File: src/rtl/case_class_sequencer_if.sv
// Operand/result handshake bundle for case_class_sequencer.
// The master is the producer/consumer side; the slave is the sequencer.
interface case_class_sequencer_if;
  logic       in_valid;
  logic       in_ready;
  logic [2:0] val1;
  logic [2:0] val2;
  logic       out_valid;
  logic       out_ready;
  logic [1:0] result;
  logic       hold;

  modport master (
    output in_valid, val1, val2, out_ready,
    input  in_ready, out_valid, result, hold
  );

  modport slave (
    input  in_valid, val1, val2, out_ready,
    output in_ready, out_valid, result, hold
  );
endinterface

File: src/rtl/case_class_sequencer.sv
// Burst sequencer around a masked 3-bit label classifier with saturating per-class hit counters.
// Define CASE_SEQ_DEFAULT_EN to give the decode a default arm (010/011 -> class 3, no hold).
module case_class_sequencer #(
  parameter int unsigned CNT_W = 8,
  parameter int unsigned BURST = 4
) (
  input  logic                  clk,
  input  logic                  reset,
  input  logic                  start,
  output logic                  busy,
  case_class_sequencer_if.slave bus,
  output logic [CNT_W-1:0]      cnt0,
  output logic [CNT_W-1:0]      cnt1,
  output logic [CNT_W-1:0]      cnt2,
  output logic                  done
);

  typedef enum logic [2:0] {StIdle, StAccept, StClassify, StEmit, StDone} state_e;

  localparam logic [7:0] LastIdx = 8'(BURST - 1);

  state_e           state_q, state_d;
  logic [2:0]       masked_q, masked_d;
  logic [7:0]       idx_q, idx_d;
  logic [1:0]       result_q, result_d;
  logic             hold_q, hold_d;
  logic [CNT_W-1:0] cnt0_q, cnt0_d, cnt1_q, cnt1_d, cnt2_q, cnt2_d;
  logic             busy_q, in_ready_q, out_valid_q, done_q;

  function automatic logic [CNT_W-1:0] sat_inc(input logic [CNT_W-1:0] x);
    return (x == '1) ? x : x + CNT_W'(1);
  endfunction

  always_comb begin
    state_d  = state_q;
    masked_d = masked_q;
    idx_d    = idx_q;
    result_d = result_q;
    hold_d   = hold_q;
    cnt0_d   = cnt0_q;
    cnt1_d   = cnt1_q;
    cnt2_d   = cnt2_q;
    unique case (state_q)
      StIdle: begin
        if (start) begin
          state_d = StAccept;
          idx_d   = '0;
          cnt0_d  = '0;
          cnt1_d  = '0;
          cnt2_d  = '0;
        end
      end
      StAccept: begin
        if (bus.in_valid && in_ready_q) begin
          masked_d = bus.val1 & bus.val2;
          state_d  = StClassify;
        end
      end
      StClassify: begin
        state_d = StEmit;
        case (masked_q)
          3'b000, 3'b001: begin
            result_d = 2'd0;
            hold_d   = 1'b0;
            cnt0_d   = sat_inc(cnt0_q);
          end
          3'b101: begin
            result_d = 2'd1;
            hold_d   = 1'b0;
            cnt1_d   = sat_inc(cnt1_q);
          end
          3'b100, 3'b110, 3'b111: begin
            result_d = 2'd2;
            hold_d   = 1'b0;
            cnt2_d   = sat_inc(cnt2_q);
          end
`ifdef CASE_SEQ_DEFAULT_EN
          default: begin
            result_d = 2'd3;
            hold_d   = 1'b0;
          end
`else
          // Unlisted labels keep the previous class and flag it.
          3'b010, 3'b011: begin
            hold_d = 1'b1;
          end
`endif
        endcase
      end
      StEmit: begin
        if (out_valid_q && bus.out_ready) begin
          if (idx_q == LastIdx) begin
            state_d = StDone;
          end else begin
            idx_d   = idx_q + 8'd1;
            state_d = StAccept;
          end
        end
      end
      StDone:  state_d = StIdle;
      default: state_d = StIdle;
    endcase
  end

  // Status outputs are registered from the next state so they line up with state_q.
  always_ff @(posedge clk) begin
    if (reset) begin
      state_q     <= StIdle;
      masked_q    <= 3'b000;
      idx_q       <= '0;
      result_q    <= '0;
      hold_q      <= 1'b0;
      cnt0_q      <= '0;
      cnt1_q      <= '0;
      cnt2_q      <= '0;
      busy_q      <= 1'b0;
      in_ready_q  <= 1'b0;
      out_valid_q <= 1'b0;
      done_q      <= 1'b0;
    end else begin
      state_q     <= state_d;
      masked_q    <= masked_d;
      idx_q       <= idx_d;
      result_q    <= result_d;
      hold_q      <= hold_d;
      cnt0_q      <= cnt0_d;
      cnt1_q      <= cnt1_d;
      cnt2_q      <= cnt2_d;
      busy_q      <= (state_d != StIdle);
      in_ready_q  <= (state_d == StAccept);
      out_valid_q <= (state_d == StEmit);
      done_q      <= (state_d == StDone);
    end
  end

  assign busy          = busy_q;
  assign bus.in_ready  = in_ready_q;
  assign bus.out_valid = out_valid_q;
  assign bus.result    = result_q;
  assign bus.hold      = hold_q;
  assign cnt0          = cnt0_q;
  assign cnt1          = cnt1_q;
  assign cnt2          = cnt2_q;
  assign done          = done_q;

endmodule
File: src/flat_wrapper.sv
// flat-port wrapper written by rule: the top's interface ports become plain ports
module case_class_sequencer_flat 
#(
  parameter int unsigned CNT_W = 8,
  parameter int unsigned BURST = 4
)
  (clk, reset, start, busy, cnt0, cnt1, cnt2, done, bus_in_valid, bus_val1, bus_val2, bus_out_ready, bus_in_ready, bus_out_valid, bus_result, bus_hold);
  case_class_sequencer_if bus_i ();
  input  logic clk;
  input  logic reset;
  input  logic start;
  output logic busy;
  output logic [CNT_W-1:0] cnt0;
  output logic [CNT_W-1:0] cnt1;
  output logic [CNT_W-1:0] cnt2;
  output logic done;
  input wire logic [$bits(bus_i.in_valid)-1:0] bus_in_valid;
  input wire logic [$bits(bus_i.val1)-1:0] bus_val1;
  input wire logic [$bits(bus_i.val2)-1:0] bus_val2;
  input wire logic [$bits(bus_i.out_ready)-1:0] bus_out_ready;
  output wire logic [$bits(bus_i.in_ready)-1:0] bus_in_ready;
  output wire logic [$bits(bus_i.out_valid)-1:0] bus_out_valid;
  output wire logic [$bits(bus_i.result)-1:0] bus_result;
  output wire logic [$bits(bus_i.hold)-1:0] bus_hold;
  assign bus_i.in_valid = bus_in_valid;
  assign bus_i.val1 = bus_val1;
  assign bus_i.val2 = bus_val2;
  assign bus_i.out_ready = bus_out_ready;
  assign bus_in_ready = bus_i.in_ready;
  assign bus_out_valid = bus_i.out_valid;
  assign bus_result = bus_i.result;
  assign bus_hold = bus_i.hold;
  case_class_sequencer #(.CNT_W(CNT_W), .BURST(BURST)) u_core (.clk(clk), .reset(reset), .start(start), .busy(busy), .bus(bus_i), .cnt0(cnt0), .cnt1(cnt1), .cnt2(cnt2), .done(done));
endmodule
File: config.mk
export PLATFORM = sky130hd
export DESIGN_NAME = case_class_sequencer_flat
export DESIGN_NICKNAME = d
export VERILOG_FILES = /design/src/rtl/case_class_sequencer_if.sv /design/src/rtl/case_class_sequencer.sv /design/src/flat_wrapper.sv
export SDC_FILE = /design/constraint.sdc
export NUM_CORES = 1
export LEC_CHECK = 0
export ABC_AREA = 1
export CELL_PAD_IN_SITES_DETAIL_PLACEMENT = 1
export CELL_PAD_IN_SITES_GLOBAL_PLACEMENT = 1
export CORE_ASPECT_RATIO = 1.2
export CORE_UTILIZATION = 44
export DETAILED_ROUTE_END_ITERATION = 16
export DONT_BUFFER_PORTS = 1
export PLACE_DENSITY_LB_ADDON = 0.08
export SLEW_MARGIN = 20
export SYNTH_ARGS = -nofsm -noshare
export SYNTH_HDL_FRONTEND = slang
export SYNTH_SLANG_ARGS = --single-unit
File: constraint.sdc
create_clock -name clk -period 1.6 [get_ports clk]
set_input_delay 0.16 -clock clk [delete_from_list [all_inputs] [get_ports clk]]
set_output_delay 0.16 -clock clk [all_outputs]
set_load 0.005 [all_outputs]
==> results of run 1 <==
state kept, by name (all words and copies together) (netlist names), 2 cells and up:
| signal | flops |
|---|---|
| u_core.cnt1 | 8 |
| u_core.cnt0 | 8 |
| u_core.idx_q | 8 |
| u_core.bus.result | 2 |
| u_core.masked_q | 3 |
| u_core.cnt2 | 8 |
| u_core.state_q | 3 |
cell families (layout without fill, tap and decap cells):
| logic type | Yosys count | in the layout | synth area share, % |
|---|---|---|---|
| adder cells (fa/ha/maj) | 4 | 4 | 2.03 |
| AND/OR/NAND/NOR | 239 | 240 | 41.8 |
| AO/OA/AOI/OAI | 42 | 42 | 8.96 |
| XOR/XNOR | 5 | 5 | 1.77 |
| buffers and inverters | 54 | 78 | 8.96 |
| flip-flops | 45 | 45 | 36.5 |
layer usage:
metal  vias to the layer above  global-route usage, %
li1                       1278                      -
met1                      1211                   29.6
met2                        38                   43.2
met3                         6                   5.56
met4                         0                   7.09
met5                         -                      0
critical path, cell delays in order (launching register included):
cell	delay [ns]
dfxtp_1	0.36
ha_1	0.27
nand2_1	0.12
o21ai_2	0.28
buf_4	0.19
nand3_1	0.07
a21oi_1	0.14
final cells by class:
cell class              count  share of cell area, %
multi-input cells         291                   49.6
flip-flops and latches     45                   31.7
repair buffers             24                   6.34
inverters                  46                   6.08
clock buffers               7                   3.39
well taps                  62                   2.73
clock inverters             1                  0.176
path summary, 6_finish.rpt:
check	startpoint	to	slack (ns)	cells past startpoint
worst max-delay path	u_core.idx_q[1]$_SDFFE_PP0P_	u_core.idx_q[6]$_SDFFE_PP0P_	0.10	6
worst min-delay path	reset	u_core.bus.result[0]$_SDFFE_PP0P_	-0.09	1
worst max register to register	u_core.idx_q[1]$_SDFFE_PP0P_	u_core.idx_q[6]$_SDFFE_PP0P_	0.10	6
worst min register to register	u_core.bus.result[0]$_SDFFE_PP0P_	u_core.bus.result[0]$_SDFFE_PP0P_	0.50	2
layout by cell type, fill, tap and decap left out, types with 4 or more instances in the layout:
| master | netlist | final |
|---|---|---|
| nand2_1 | 113 | 111 |
| nor2_1 | 68 | 66 |
| inv_1 | 46 | 45 |
| dfxtp_1 | 45 | 45 |
| a21oi_1 | 32 | 30 |
| nand3_1 | 31 | 29 |
| buf_4 | 3 | 24 |
| nand4_1 | 8 | 8 |
| o21ai_0 | 7 | 7 |
| clkbuf_8 | 0 | 7 |
| nand3_2 | 3 | 5 |
| nor2_2 | 2 | 4 |
| nor3b_1 | 4 | 4 |
| ha_1 | 4 | 4 |
power by group through the flow:
stage               combinational, uW  sequential, uW  clock [uW]
floorplan                         213            1220           0
global placement                  291            1220           0
detailed placement                300            1220           0
CTS                               303            1200         827
global route                      365            1200         869
finish                            321            1200         801
through the flow:
step           cells  setup TNS (ns)  hold slack (ns)  worst slack [ns]
3_5_place_dp     467               0            0.235            0.0269
6_report         476               0          -0.0904             0.105
5_1_grt          476         -0.0184           -0.103          -0.00732
3_3_place_gp     467               0            0.234             0.124
2_1_floorplan    389               0            0.236             0.177
4_1_cts          475               0          -0.0970            0.0320
what timing repair did:
action | in CTS | in global routing
endpoints found under the hold margin | 22 | 22
gates resized for setup | 1 | 12
setup buffers | 0 | 0
setup endpoints to repair | 2 | 27
cloned | 0 | 1
pin swaps | 0 | 1
==> flow_summary_export.csv, run 1 <==
group,metric,value,unit
placement,numPortBuffers,0,
yosys,syn_nets,404,
setup_path,required,1.84,ns
sta,period_minus_slack,1.50,ns
yosys,synthDistinctLibCells,25,
job,cap_viol_max_count,0,
route,wl_met1,3.17,mm
global_routing,grt_pass1_wl,11.7,mm
die,die_w,70.4,um
placement,place.gp.congestion,0.788,
layout,postLayoutCoreUtil,53.3,%
yosys,yosysTopAreaCellShare,36.5,%
route,dr.pass1.iters,4,
yosys,syn_inst,389,
power_and_ir_drop,power.share.clock,34.5,%
global_routing,first_global_vias,2613,
outcome,violations,"hold timing",
route,dr_wl_met3,250,um
die,die_h,84.1,um
power_and_ir_drop,p_leak,0.00118,uW
yosys,synth_flop_cell,"dfxtp_1",
yosys,synth.area.top_cells,"dfxtp_1 36%, nand2_1 17%, nor2_1 10%",
power_and_ir_drop,total_power,2320,uW
power_and_ir_drop,power_density,816,mW/mm^2
yosys,yosysSeqAreaShare,36.5,%
route,detail_route.wl_per_cell,14.6,um
die,design.die.area,0.00592,mm^2
setup_path,critPathKind,"reg2reg",
route,wirelength,6.96,mm
die,start_util,46.3,%
yosys,async_flop_share,0,%
sta,worst_slew_pin_slew,0.615,ns
clock_tree,clk_pin_slew_worst_paths,0.09,ns
global_routing,grt_overflow,0,
global_routing,grt_max_degree,25,
clock_tree,cts_buffers,5,
die,coreArea,0.00533,mm^2
route,routed-wl-met2,3.46,mm
sta,clock_skew,0.00936,ns
route,drc_errors,0,
power_and_ir_drop,p_sw,657,uW
yosys,yosysMostFrequentCell,"nand2_1",
layout,seq_area,901,um^2
yosys,synthTopCellsByCount,"113 x nand2_1, 68 x nor2_1, 46 x inv_1",
die,io_pins,42,
yosys,avgSynthCellArea,6.35,um^2
route,ant_nets,0,
route,highest_layer,"met4",
power_and_ir_drop,switching_share,28.3,%
route,vias,2533,
placement,hpwl,5.08,mm
sta,hold_slack,-0.0904,ns
layout,drive_gt1_share,12.8,%
clock_tree,cts-htree-levels,2,
yosys,synth_area,0.00247,mm^2
setup_path,crit_path_max_fanout,5,
setup_path,cp-start-kind,"flop",
hold_path,hold_class,"in2reg",
power_and_ir_drop,p_comb_share,13.8,%
layout,antenna_cells,0,
sta,finalHoldViolations,22,
global_routing,grt_usage,24.6,%
sta,maxSlewHeadroom,58.9,%
layout,final_cell_area,0.00284,mm^2
sta,fin_crit_sh,93.4,%
yosys,synth-warning-count,0,
sta,grt_setup_unrepaired,"yes",
sta,drv_slew,0,
clock_tree,cts_root_buf,"clkbuf_8",
placement,place_area,0.00268,mm^2
power_and_ir_drop,ir_drop,0.421,mV
yosys,synth-edff-count,0,
clock_tree,cts_tree,"built",
route,drt_iter0_markers,96,
yosys,yosys.area.top_type,"dfxtp_1",
layout,multi_input_area,0.00141,mm^2
sta,setup_viol,0,
layout,syn_to_final_growth,15.0,%
clock_tree,clk_path_buf_depth,2,
route,via_per_inst,5.32,
global_routing,grt_antenna_before_repair,0,
die,num_rows,29,
yosys,yosys_register_bits,45,
outcome,outcome,"finished, violations left",
clock_tree,clock_latency,0.31,ns
power_and_ir_drop,p_int,1660,uW
sta,fmax,0.669,GHz
setup_path,end_kind,"flop",
layout,fill_cells,748,
setup_path,critical_path_arrival,1.73,ns
power_and_ir_drop,seq_power_share,51.7,%
clock_tree,cts_sinks,45,
layout,nNetsFinal,428,
Power figures use the tool's default switching activity.
==> inputs of run 2 (changes only) <==
ABC_AREA = not set   (was 1)
CORE_UTILIZATION = 46   (was 44)
==> run 2 against run 1 <==
Against the previous run:
- the run ends with setup timing left
- non-clock buffer count grew 61
- global-route usage grew 11 points
- synthesized cell count shrank 30%
- fmax shrank 23%
- combinational power grew 7.5%
- clock skew grew 0.00069 ns
- register-to-register slack lost 0.45 ns
- synthesized area shrank 7.4%
- cell area grew 19%
- core utilization grew 19 points
==> flow_summary_export.csv, run 2 <==
group,metric,value,unit
outcome,outcome,"finished, violations left",
outcome,violations,"setup timing",
route,detail_route.wl_per_cell,30.2,um
setup_path,cp-start-kind,"flop",
setup_path,crit_top_cell,"buf_6",
yosys,async_flop_share,0,%
die,design.die.area,0.00526,mm^2
sta,maxSlewHeadroom,36.0,%
layout,fin_cells,408,
setup_path,endpoint,"u_core.cnt1[6]$_SDFFE_PP0P_",
die,start_util,48.7,%
power_and_ir_drop,p_sw,668,uW
die,die_w,66.4,um
layout,final_cell_mix,"69 x buf_4, 38 x dfxtp_1, 25 x nand2_1",
power_and_ir_drop,seq_power_share,51.1,%
global_routing,grt_usage,35.9,%
setup_path,reg2reg_depth,8,
yosys,syn_inst,271,
setup_path,path_cells,"buf_6 -> nor3b_4 -> buf_4 -> buf_6 -> nand3_4 -> o21ai_2 -> buf_6 -> a31oi_1",
yosys,yosysTopAreaCellShare,39.4,%
route,ant_nets,0,
power_and_ir_drop,ir_drop,0.566,mV
yosys,synth-warning-count,0,
hold_path,hold_class,"in2reg",
setup_path,r2r_start,"u_core.state_q[0]$_SDFF_PP0_",
sta,finalHoldViolations,0,
setup_path,crit_path_max_fanout,6,
global_routing,grt_overflow,0,
clock_tree,cts_sinks,45,
sta,setup_viol,35,
route,wirelength,12.3,mm
yosys,syn_nets,286,
placement,numPortBuffers,0,
yosys,synthDistinctLibCells,52,
die,num_rows,27,
clock_tree,clock_latency,0.32,ns
sta,clock_skew,0.0100,ns
route,dr.pass1.iters,5,
sta,period_minus_slack,1.95,ns
clock_tree,clk_pin_slew_worst_paths,0.10,ns
yosys,yosysSeqAreaShare,39.4,%
global_routing,first_global_vias,2763,
power_and_ir_drop,switching_share,29.6,%
power_and_ir_drop,p_leak,0.00127,uW
setup_path,crit_buf_inv,4,
layout,antenna_cells,0,
placement,place.gp.congestion,0.814,
clock_tree,clk_path_buf_depth,2,
die,io_pins,42,
layout,fill_cells,498,
power_and_ir_drop,power.share.clock,33.6,%
die,coreArea,0.00470,mm^2
sta,grt_setup_unrepaired,"yes",
route,via_per_inst,7.17,
power_and_ir_drop,p_comb_share,15.3,%
sta,fmax,0.513,GHz
yosys,synthTopCellsByCount,"45 x dfxtp_1, 27 x nand2_1, 23 x nand3_1",
sta,setup_ws,-0.348,ns
setup_path,crit_path_start,"u_core.state_q[0]$_SDFF_PP0_",
yosys,synth_flop_cell,"dfxtp_1",
setup_path,timing.rr.end,"u_core.cnt1[6]$_SDFFE_PP0P_",
route,drt_iter0_markers,234,
setup_path,crit_cells,8,
sta,drv_slew,0,
layout,final_cell_area,0.00338,mm^2
global_routing,grt_antenna_before_repair,0,
power_and_ir_drop,power_density,668,mW/mm^2
setup_path,required,1.80,ns
sta,fin_crit_sh,122,%
clock_tree,cts-htree-levels,2,
setup_path,rrSetupSlack,-0.35,ns
setup_path,end_kind,"flop",
placement,hpwl,5.24,mm
setup_path,path_delay_family,"buffers and inverters",
layout,nNetsFinal,364,
yosys,yosysMostFrequentCell,"dfxtp_1",
placement,place_area,0.00282,mm^2
setup_path,critical_path_arrival,2.14,ns
route,drc_errors,0,
yosys,avgSynthCellArea,8.44,um^2
global_routing,grt_pass1_wl,14.1,mm
layout,drive_gt1_share,41.1,%
clock_tree,cts_root_buf,"clkbuf_8",
layout,syn_to_final_growth,47.6,%
placement,place_inst,382,
layout,final_common_cell,"buf_4",
job,cap_viol_max_count,0,
yosys,synth-edff-count,0,
setup_path,critPathKind,"reg2reg",
global_routing,grt_max_degree,19,
yosys,synth_area,0.00229,mm^2
clock_tree,cts_buffers,5,
setup_path,slowest_delay,0.39,ns
yosys,yosys.area.top_type,"dfxtp_1",
setup_path,crit_path_top_delay_cell,"dfxtp_4",
sta,worst_slew_pin_slew,0.957,ns
clock_tree,cts_tree,"built",
die,die_h,79.3,um
yosys,yosys_register_bits,45,
power_and_ir_drop,p_int,1590,uW
yosys,synth.area.top_cells,"dfxtp_1 39%, nand3_1 5.0%, nand2_1 4.4%",
route,vias,2927,
==> run 2: cell types whose count changed after synthesis, moves of 5 or more <==
cell | previous run | this run
nand2_1 | 113 | 27
nor2_1 | 68 | 15
inv_1 | 46 | 6
a21oi_1 | 32 | 15
a31oi_1 | 0 | 11
nor3_1 | 4 | 13
nand3_1 | 31 | 23
a2111o_1 | 0 | 6
mux2i_1 | 0 | 6
o2111ai_1 | 0 | 6
or3_1 | 0 | 5
==> run 2: area by class of cell <==
cell class | count | area [um^2] | share of cell area, %
clock buffer | 5 | 68.8 | 2.04
timing repair buffer | 85 | 704 | 20.9
sequential | 45 | 912 | 27.0
clock inverter | 3 | 17.5 | 0.519
tap | 58 | 72.6 | 2.15
multi-input combinational | 206 | 1580 | 46.8
inverter | 6 | 22.5 | 0.667
==> run 2: worst register-to-register path: stages (launching register included) <==
cell and delay [ns]:
dfxtp_4 0.39, buf_6 0.13, nor3b_4 0.31, buf_4 0.18
buf_6 0.11, nand3_4 0.11, o21ai_2 0.30, buf_6 0.19
a31oi_1 0.10
==> run 2: layer usage <==
layer  routed length, um  track usage (%)  vias up  share of wire, %
met4                 931             20.4        0               7.6
met1                4400             38.5     1408                36
met5                   0                0        -                 0
met2                5880             63.1      240                48
li1                    -                -     1190                 -
met3                1090             8.19       89               8.9
==> run 2: cells by family (layout without fill, tap and decap cells) <==
family,Yosys count,in the layout,share of synthesized area [%]
XOR/XNOR,2,2,0.766
buffers and inverters,20,99,4.37
flip-flops,45,45,39.4
AO/OA/AOI/OAI,71,71,21.7
AND/OR/NAND/NOR,123,123,29.0
adder cells (fa/ha/maj),4,4,2.19
multiplexers,6,6,2.62
==> run 2: power groups by stage <==
stage	combinational [uW]	clock, uW	sequential [uW]
6_report	345	759	1150
5_1_grt	352	795	1150
4_1_cts	254	721	1150
3_5_place_dp	222	0	1170
3_3_place_gp	213	0	1170
2_1_floorplan	128	0	1170
==> run 2: what timing repair did <==
item / CTS / global route
endpoints found under the setup margin: 28 / 37
gates resized for setup: 9 / 63
hold buffers: 2 / 0
gates cloned: 0 / 0
pin swaps: 9 / 18
endpoints found under the hold margin: 18 / 0
setup buffers: 4 / 12
==> run 2: stage by stage <==
| step | util, % | setup slack, ns | hold WS [ns] | total power (uW) | TNS [ns] |
|---|---|---|---|---|---|
| after floorplan | - | -0.257 | 0.312 | 1300 | -1.12 |
| after global placement | 60.1 | -0.0732 | 0.233 | 1380 | -0.777 |
| after detailed placement | 60.1 | -0.150 | 0.235 | 1390 | -1.44 |
| after CTS | 63.7 | -0.139 | 0.00691 | 2120 | -1.52 |
| after global routing | 71.9 | -0.367 | 0.0107 | 2300 | -8.33 |
| final | 71.9 | -0.348 | 0.000780 | 2260 | -7.07 |
==> run 2: how the worst min path moves through the flow <==
| stage | to | cells after the start | startpoint | slack (ns) |
|---|---|---|---|---|
| global placement | u_core.cnt0[2]$_SDFFE_PP0P_ | 1 | reset | 0.23 |
| CTS | u_core.masked_q[0]$_SDFFE_PP0P_ | 2 | bus_val1[0] | 0.007 |
| finish | u_core.masked_q[2]$_SDFFE_PP0P_ | 2 | bus_val2[2] | 0.0008 |
| global route | u_core.masked_q[2]$_SDFFE_PP0P_ | 2 | bus_val2[2] | 0.01 |
| detailed placement | u_core.cnt0[2]$_SDFFE_PP0P_ | 1 | reset | 0.23 |
| floorplan | u_core.masked_q[0]$_SDFFE_PP0P_ | 2 | bus_val2[0] | 0.31 |
==> inputs of run 3 (changes only) <==
PLACE_DENSITY = 0.79   (was not set)
PLACE_DENSITY_LB_ADDON = not set   (was 0.08)
==> run 3 against run 2 <==
Against the previous run:
- the run still ends with setup timing left
- sequential share of layout area increased by 1.4 points
- clock power increased by 16%
- largest power group unchanged
- fmax increased by 5.2%
- die area unchanged
- via count decreased by 8.0%
- worst setup slack improved by 0.096 ns
- global-route usage decreased by 0.23 points
==> flow_summary_export.csv, run 3 (synthesis results as in run 2) <==
group,metric,value,unit
outcome,outcome,"finished, violations left",
outcome,violations,"setup timing",
layout,multi_input_area,0.00149,mm^2
hold_path,hold_start,"bus_val2[2]",
setup_path,required,1.80,ns
sta,worst_slew_pin_slew,0.813,ns
sta,fin_crit_sh,116,%
layout,final_cell_area,0.00321,mm^2
layout,fin_cells,398,
setup_path,crit_path_top_delay_cell,"or4b_4",
setup_path,end_kind,"flop",
setup_path,crit_cells,4,
placement,place_area,0.00280,mm^2
layout,nNetsFinal,354,
clock_tree,cts_buffers,5,
layout,final_cell_mix,"65 x buf_4, 40 x dfxtp_1, 24 x nand2_1",
clock_tree,cts_tree,"built",
global_routing,grt_max_degree,30,
sta,final.setup.tns,-3.49,ns
clock_tree,clk_path_buf_depth,2,
route,via_per_inst,6.77,
die,coreArea,0.00470,mm^2
sta,finalHoldViolations,0,
hold_path,hold_class,"in2reg",
placement,dp_slack,-0.129,ns
sta,clock_skew,0.0101,ns
route,ant_nets,0,
sta,period_minus_slack,1.85,ns
hold_path,hold_depth,2,
clock_tree,cts_sinks,45,
route,detail_route.wl_per_cell,25.0,um
power_and_ir_drop,p_leak,0.00120,uW
placement,place_inst,381,
global_routing,grt_antenna_before_repair,0,
sta,setup_viol,26,
global_routing,grt_pass1_wl,14.0,mm
layout,seq_area,912,um^2
setup_path,critPathKind,"reg2reg",
layout,antenna_cells,0,
setup_path,timing.rr.end,"u_core.idx_q[7]$_SDFFE_PP0P_",
setup_path,crit_path_start,"u_core.state_q[1]$_SDFF_PP0_",
die,io_pins,42,
clock_tree,clk_pin_slew_worst_paths,0.09,ns
setup_path,crit_buf_inv,0,
route,wirelength,9.96,mm
clock_tree,cts_root_buf,"clkbuf_8",
global_routing,grtUsageMet2,66.9,%
die,die_w,66.4,um
layout,postLayoutCoreUtil,68.3,%
die,design.die.area,0.00526,mm^2
setup_path,path_cells,"or4b_4 -> o21a_1 -> o31ai_1 -> a21oi_2",
route,drc_errors,0,
placement,hpwl,5.25,mm
global_routing,grt_usage,35.6,%
layout,fill_cells,518,
die,start_util,48.7,%
sta,drv_slew,0,
setup_path,r2r_start,"u_core.state_q[1]$_SDFF_PP0_",
global_routing,gr-max-usage-layer,"met2",
sta,maxSlewHeadroom,45.6,%
die,num_rows,27,
layout,drive_gt1_share,35.6,%
job,cap_viol_max_count,0,
global_routing,first_global_vias,2749,
sta,setup_ws,-0.252,ns
setup_path,slowest_delay,0.59,ns
setup_path,rrSetupSlack,-0.25,ns
placement,numPortBuffers,0,
global_routing,globalRouteMet3Util,8.91,%
clock_tree,cts-htree-levels,2,
setup_path,path_delay_family,"compound AO/OA/AOI/OAI gates",
layout,final_common_cell,"buf_4",
route,vias,2693,
setup_path,reg2reg_depth,4,
setup_path,critical_path_arrival,2.05,ns
clock_tree,clock_latency,0.31,ns
setup_path,endpoint,"u_core.idx_q[7]$_SDFFE_PP0P_",
placement,place.gp.congestion,0.833,
global_routing,use_met1,36.5,%
power_and_ir_drop,ir_drop,0.542,mV
global_routing,grt_overflow,0,
sta,fmax,0.540,GHz
power_and_ir_drop,power_density,721,mW/mm^2
die,die_h,79.3,um
sta,grt_setup_unrepaired,"yes",
layout,syn_to_final_growth,40.1,%
setup_path,cp-start-kind,"flop",
route,drt_iter0_markers,188,
setup_path,crit_path_max_fanout,7,
route,dr.pass1.iters,4,
## run 3: changes by cell type in the layout (fill, tap and decap cells not counted), sizes merged
cell	delta
buf	-10
bufinv	+1
clkbuf	+1
clkinv	-1
clkinvlp	-1
## run 3: final cells by class
class / count / share of cell area, %
Clock inverter: 2 / 1.21
Clock buffer: 6 / 2.26
Tap cell: 58 / 2.26
Inverter: 6 / 0.702
Multi-Input combinational cell: 206 / 46.5
Timing Repair Buffer: 75 / 18.7
Sequential cell: 45 / 28.4
## run 3: worst min-delay path by stage
stage               slack, ns                               to
global route             0.01  u_core.masked_q[2]$_SDFFE_PP0P_
global placement         0.23      u_core.cnt0[7]$_SDFFE_PP0P_
CTS                     -0.10     u_core.bus.hold$_SDFFE_PP0P_
detailed placement       0.23      u_core.cnt0[7]$_SDFFE_PP0P_
finish                   0.01  u_core.masked_q[2]$_SDFFE_PP0P_
floorplan                0.31  u_core.masked_q[0]$_SDFFE_PP0P_
## run 3: per-layer routing
| metal | share of wire, % | vias up |
|---|---|---|
| met4 | 4.0 | 0 |
| li1 | - | 1176 |
| met2 | 52 | 126 |
| met3 | 6.1 | 36 |
| met1 | 38 | 1355 |
| met5 | 0 | - |
## run 3: through the flow
step	total power (uW)	hold WS (ns)
after floorplan	1300	0.312
after global placement	1370	0.232
after detailed placement	1380	0.233
after CTS	2280	-0.102
after global routing	2370	0.00985
final	2310	0.0145
## run 3: repair_timing
item / CTS / global route
setup endpoints to repair: 27 / 30
hold buffers: 1 / 1
resized for setup: 25 / 29
buffers inserted: 4 / 4
endpoints found under the hold margin: 18 / 17
pin swaps: 8 / 14
## run 3: power breakdown
group / switching, uW / total [uW] / internal (uW) / leakage, uW
clock network: 414 / 883 / 469 / 0.0000554
logic: 160 / 279 / 120 / 0.000781
registers: 15.8 / 1150 / 1130 / 0.000366
total: 590 / 2310 / 1720 / 0.00120
